--- src/rtl/oled_cmd_sequencer.sv ---
// Programmable SSD1331 command-sequence engine: plays typed table entries (CMD/DATA/DELAY/END)
// from base_addr as a valid/ready byte stream. Define OLED_SEQ_DELAY_EN to enable timed DELAY entries.
module oled_cmd_sequencer #(
  parameter int DATA_WIDTH = 8,
  parameter int DEPTH      = 64,
  parameter int DELAY_UNIT = 100000,
  localparam int ADDR_W    = $clog2(DEPTH)
) (
  input  logic                  clk,
  input  logic                  rst_n,
  input  logic                  start,
  input  logic [ADDR_W-1:0]     base_addr,
  input  logic                  wr_en,
  input  logic [ADDR_W-1:0]     wr_addr,
  input  logic [DATA_WIDTH+1:0] wr_data,
  output logic                  m_valid,
  input  logic                  m_ready,
  output logic [DATA_WIDTH-1:0] m_data,
  output logic                  m_dc,
  output logic                  busy,
  output logic                  done,
  output logic                  err
);

  localparam logic [1:0] KIND_CMD   = 2'b00;
  localparam logic [1:0] KIND_DATA  = 2'b01;
  localparam logic [1:0] KIND_DELAY = 2'b10;
  localparam logic [1:0] KIND_END   = 2'b11;
  localparam logic [ADDR_W-1:0] LAST_ADDR = ADDR_W'(DEPTH - 1);

  typedef enum logic [2:0] {
    IDLE  = 3'd0,
    FETCH = 3'd1,
    SEND  = 3'd2,
`ifdef OLED_SEQ_DELAY_EN
    WAIT  = 3'd3,
`endif
    DONE  = 3'd4
  } state_t;

  state_t                  state_reg, state_next;
  logic [ADDR_W-1:0]       ptr_reg, ptr_next;
  logic                    m_valid_reg, m_valid_next;
  logic [DATA_WIDTH-1:0]   m_data_reg, m_data_next;
  logic                    m_dc_reg, m_dc_next;
  logic                    err_reg, err_next;
  logic                    advance;

  logic [DATA_WIDTH+1:0]   table_mem [DEPTH];
  logic [DATA_WIDTH+1:0]   entry;
  logic [1:0]              entry_kind;
  logic [DATA_WIDTH-1:0]   entry_payload;
  logic                    wr_ok;

  assign entry         = table_mem[ptr_reg];
  assign entry_kind    = entry[DATA_WIDTH+1:DATA_WIDTH];
  assign entry_payload = entry[DATA_WIDTH-1:0];
  assign wr_ok         = rst_n && wr_en && (state_reg == IDLE);

`ifdef OLED_SEQ_DELAY_EN
  // Counter sized for the largest payload times DELAY_UNIT, so the product never truncates.
  localparam longint MAX_CNT = ((longint'(1) << DATA_WIDTH) - 1) * longint'(DELAY_UNIT);
  localparam int     CNT_W   = $clog2(MAX_CNT + 1);
  logic [CNT_W-1:0] cnt_reg, cnt_next, delay_cycles;
  assign delay_cycles = CNT_W'(entry_payload) * CNT_W'(DELAY_UNIT);
`endif

  // Table contents survive reset, except entry 0 which becomes END (empty sequence).
  always_ff @(posedge clk) begin
    if (wr_ok) table_mem[wr_addr] <= wr_data;
    if (!rst_n) table_mem[0] <= {KIND_END, {DATA_WIDTH{1'b0}}};
  end

  always_ff @(posedge clk) begin
    if (!rst_n) begin
      state_reg   <= IDLE;
      ptr_reg     <= '0;
      m_valid_reg <= 1'b0;
      m_data_reg  <= '0;
      m_dc_reg    <= 1'b0;
      err_reg     <= 1'b0;
`ifdef OLED_SEQ_DELAY_EN
      cnt_reg     <= '0;
`endif
    end else begin
      state_reg   <= state_next;
      ptr_reg     <= ptr_next;
      m_valid_reg <= m_valid_next;
      m_data_reg  <= m_data_next;
      m_dc_reg    <= m_dc_next;
      err_reg     <= err_next;
`ifdef OLED_SEQ_DELAY_EN
      cnt_reg     <= cnt_next;
`endif
    end
  end

  always_comb begin
    state_next   = state_reg;
    ptr_next     = ptr_reg;
    m_valid_next = m_valid_reg;
    m_data_next  = m_data_reg;
    m_dc_next    = m_dc_reg;
    err_next     = err_reg;
    advance      = 1'b0;
`ifdef OLED_SEQ_DELAY_EN
    cnt_next     = cnt_reg;
`endif
    case (state_reg)
      IDLE: begin
        if (start) begin
          ptr_next   = base_addr;
          err_next   = 1'b0;
          state_next = FETCH;
        end
      end
      FETCH: begin
        case (entry_kind)
          KIND_CMD, KIND_DATA: begin
            m_data_next  = entry_payload;
            m_dc_next    = entry_kind[0];
            m_valid_next = 1'b1;
            state_next   = SEND;
          end
          KIND_DELAY: begin
`ifdef OLED_SEQ_DELAY_EN
            if (delay_cycles == '0) begin
              advance = 1'b1;
            end else begin
              cnt_next   = delay_cycles;
              state_next = WAIT;
            end
`else
            advance = 1'b1;
`endif
          end
          default: state_next = DONE;
        endcase
      end
      SEND: begin
        if (m_ready) begin
          m_valid_next = 1'b0;
          advance      = 1'b1;
        end
      end
`ifdef OLED_SEQ_DELAY_EN
      WAIT: begin
        if (cnt_reg == CNT_W'(1)) begin
          cnt_next = '0;
          advance  = 1'b1;
        end else begin
          cnt_next = cnt_reg - CNT_W'(1);
        end
      end
`endif
      DONE:    state_next = IDLE;
      default: state_next = IDLE;
    endcase

    // Running off the last entry is an error rather than a wrap-around.
    if (advance) begin
      if (ptr_reg == LAST_ADDR) begin
        err_next   = 1'b1;
        state_next = DONE;
      end else begin
        ptr_next   = ptr_reg + ADDR_W'(1);
        state_next = FETCH;
      end
    end
  end

  assign m_valid = m_valid_reg;
  assign m_data  = m_data_reg;
  assign m_dc    = m_dc_reg;
  assign err     = err_reg;
  assign done    = (state_reg == DONE);
`ifdef OLED_SEQ_DELAY_EN
  assign busy    = (state_reg == FETCH) || (state_reg == SEND) || (state_reg == WAIT);
`else
  assign busy    = (state_reg == FETCH) || (state_reg == SEND);
`endif

endmodule

--- config.mk ---
export PLATFORM = sky130hd
export DESIGN_NAME = oled_cmd_sequencer
export DESIGN_NICKNAME = d
export VERILOG_FILES = /design/src/rtl/oled_cmd_sequencer.sv
export SDC_FILE = /design/constraint.sdc
export NUM_CORES = 1
export LEC_CHECK = 0
export CAP_MARGIN = 40
export CORE_AREA = 4 4 327 329
export DETAILED_ROUTE_END_ITERATION = 8
export DIE_AREA = 0 0 331 333
export HOLD_SLACK_MARGIN = 0.06
export PLACE_DENSITY = 0.43
export SYNTH_ARGS = -nofsm -noshare
export SYNTH_HDL_FRONTEND = slang
export SYNTH_SLANG_ARGS = --single-unit
--- constraint.sdc ---
create_clock -name clk -period 2.8 [get_ports clk]
set_input_delay 0.42 -clock clk [delete_from_list [all_inputs] [get_ports clk]]
set_output_delay 0.42 -clock clk [all_outputs]
set_load 0.02 [all_outputs]
==> metrics.txt <==
outcome=finished with violations; failing checks=setup timing; sequential fraction of the synthesis area=76.11%; beginning of the critical path=ptr_reg[0]; flops & latches, synth=660; maximum clock rate=346.5 MHz; antenna violations before repair=10; clock power share=34.7%; unrepaired setup endpoints after global routing=yes; worst-path fanout max=5; top_reg_cell synth=edfxtp_1; GRT overflow=0; Vias/cell=4.475; Final nets=1,420; register-to-register setup slack=-0.09 ns; P_leak=9.877 nW; Core Box Area=103,500 um2; Synth Area per Inst=22.16 um2; GPL Wtd Cong=0.7990; Clock transition at path regs=0.06 ns; minimum clock period=2.886 ns; number of I/O pins=40; Critical Path RT=3.34 ns; total routed wirelength=73,240 um; CTS max path bufs=3; synth warn=0; vias in the first global route=13,190; cells after synthesis=1,163; DR pass1 iterations=5; Worst Hold Launch=rst_n; post-synthesis net count=1,191; internal power=0.01979 W; Final Non-Filler Cells=2,833; Tightest Pin Transition=0.7677 ns; first-pass GRT wire length=103,100 um; antenna-violating nets left=0; DR iter-0 viols=1,103; Remaining DRCs=0; Switching Power=0.007286 W; GRT Total Usage=13.22%; Worst Setup End Kind=flip-flop; sw frac=26.91%; hold_buf cts=0; vias=12,680; Starting Density=24.91%; fin crit share=103.1%; Final WS setup=-0.08587 ns; CTS tree=yes; fill count=9,880; synthesis-to-finish area growth=23.76%; Comb pwr share=24.2%; Avg WL per Cell=25.85 um; Max Cap Violations=0; share of cells above drive strength 1=35.72%; total CTS buffers=74; Slew Limit Fails=0; Worst-Skew Late Latency=0.61 ns; EDFF count, synth=640; WP data arrival=3.42 ns; # port buffers=39; largest net degree at the start of global routing=65; Crit Path Class=reg -> reg; Setup TNS=-0.4501 ns; Critical Path Source Type=flip-flop; Syn Std Cell Area=25,780 um2; placed instance count=2,670; Async S/R FF share, synth=0%; CTS Root Cell=clkbuf_16; sequential share of power=41.2%; count of clock tree sinks=660; max FFs per register=640; full die area=110,200 um2; DPL Wire Length=45,740 um; Synth cell types=50; H-tree levels=3; Final setup viols=12; Worst Skew=0.02074 ns; hold crit path type=in -> reg; Vert. Die Dim=333 um; P per Cell Area=848.7 nW/um2; Max transition margin=48.82%; reg2reg start=ptr_reg[0]; Final Hold Vio Count=0; Core Rows=118; die width=331 um; IR Drop Worst-Case VDD=411.1 uV; hold_ws=0.3995 ns
-- stage by stage --
| step | util, % | cell area [um2] | total power, W | setup WS, ns |
|---|---|---|---|---|
| finish | 30.82 | 31900 | 0.02707 | -0.08587 |
| CTS | 30.66 | 31730 | 0.02728 | -0.06809 |
| floorplan | - | 25780 | 0.01478 | 0.06117 |
| global placement | 28.05 | 29030 | 0.01738 | -0.2197 |
| detailed placement | 28.05 | 29030 | 0.01736 | -0.2426 |
| global route | 30.81 | 31890 | 0.02813 | -0.1768 |
-- routing by layer --
| metal | vias to the layer above | part of all wire, % | GRT usage [%] |
|---|---|---|---|
| met3 | 121 | 6.2 | 3.222 |
| li1 | 5385 | - | - |
| met5 | - | 0.059 | 0 |
| met2 | 373 | 47 | 20.56 |
| met4 | 6 | 2.3 | 3.455 |
| met1 | 6793 | 45 | 18.57 |
-- kinds of logic after synthesis --
logic type,after synthesis,share of synthesized area [%]
and+or+nand+nor,176,3.233
adders and majority gates,1,0.04853
muxes,216,18.06
AOI/OAI and AO/OA,49,1.398
DFF,660,76.11
xor gates and xnor gates,2,0.06797
buffers and inverters,59,1.082
-- final timing paths --
| kind | to | cells after the start |
|---|---|---|
| max reg2reg | state_reg[0] | 11 |
| min | m_data[5] | 3 |
| max | state_reg[0] | 11 |
| min reg2reg | m_data[1] | 2 |
-- Yosys cell counts, types with 2 or more instances --
| cell | n | area (um2) |
|---|---|---|
| o31a_1 | 2 | 17.52 |
| a21oi_1 | 7 | 35.03 |
| buf_2 | 22 | 110.1 |
| edfxtp_1 | 640 | 19220 |
| nand2b_1 | 4 | 25.02 |
| o21a_1 | 2 | 15.01 |
| o21ai_1 | 3 | 15.01 |
| clkbuf_1 | 22 | 82.58 |
| mux2_2 | 2 | 22.52 |
| nor2_1 | 74 | 277.8 |
| a21boi_0 | 4 | 30.03 |
| buf_4 | 4 | 30.03 |
| nand2_1 | 34 | 127.6 |
| nand4_1 | 6 | 37.54 |
| o21ai_0 | 3 | 15.01 |
| mux4_2 | 199 | 4482 |
| o22ai_1 | 3 | 18.77 |
| buf_1 | 8 | 30.03 |
| dfxtp_1 | 20 | 400.4 |
| and2_1 | 10 | 62.56 |
| nor2b_1 | 16 | 100.1 |
| o211ai_1 | 3 | 22.52 |
| nor3_1 | 3 | 15.01 |
| mux2i_1 | 15 | 150.1 |
| and3b_1 | 2 | 17.52 |
| nor3b_1 | 3 | 22.52 |
| a22oi_1 | 8 | 60.06 |
| buf_6 | 2 | 22.52 |
| nand3_1 | 14 | 70.07 |
| a211oi_1 | 5 | 37.54 |
| or2_2 | 3 | 18.77 |
| nand3b_1 | 2 | 15.01 |
-- layout by cell type, fill, tap and decap left out, drive strengths merged, types with 2 or more instances in the layout --
cell type      instances
nand3b                 2
inv                    3
a22oi                  8
nor2                  74
nand3                 14
o21ai                  6
clkbuf               100
a21oi                  9
mux4                 199
and2                  10
or2                    3
dfxtp                 20
a211oi                 5
clkinv                27
a21boi                 4
mux2                   2
diode                  3
mux2i                 15
clkdlybuf4s50         38
nand2                 34
o21a                   2
o31a                   2
nor2b                 16
nand2b                 4
o22ai                  3
o211ai                 3
edfxtp               640
nor3b                  3
and3b                  2
nor3                   3
clkinvlp               2
buf                  172
nand4                  6
bufinv                 4
-- timing repair --
action,4_1_cts,5_1_grt
buffers inserted,16,8
cloned,2,1
resized for setup,37,18
setup endpoints to repair,20,18
pin swaps,8,6
-- cell type report --
class                      instances  area [um2]  area share (%)
antenna                            3       7.507         0.02353
clock buffer                      99        2059           6.456
clock inverter                    35       275.3          0.8629
inverter                           1       3.754         0.01177
multi-input combinational        444        5997           18.80
sequential                       660       19630           61.54
tap                             1380        1727           5.413
timing repair buffer             211        2198           6.892
-- worst max-delay path, cell delays in order, from the launching register on --
cell	delay [ns]
dfxtp_4	0.44
buf_12	0.15
buf_12	0.10
mux4_2	0.54
a22oi_2	0.20
a21oi_1	0.09
or4_4	0.55
a21o_4	0.22
buf_6	0.12
a21oi_4	0.17
buf_4	0.14
o21a_1	0.09
-- power by group through the flow --
stage	Clock, W	Combinational, W	Sequential [W]
finish	0.00939	0.00655	0.0111
floorplan	0	0.00353	0.0113
detailed placement	0	0.00602	0.0113
CTS	0.00962	0.00653	0.0111
global placement	0	0.00603	0.0113
global route	0.0100	0.00693	0.0111
Power figures use the tool's default switching activity.
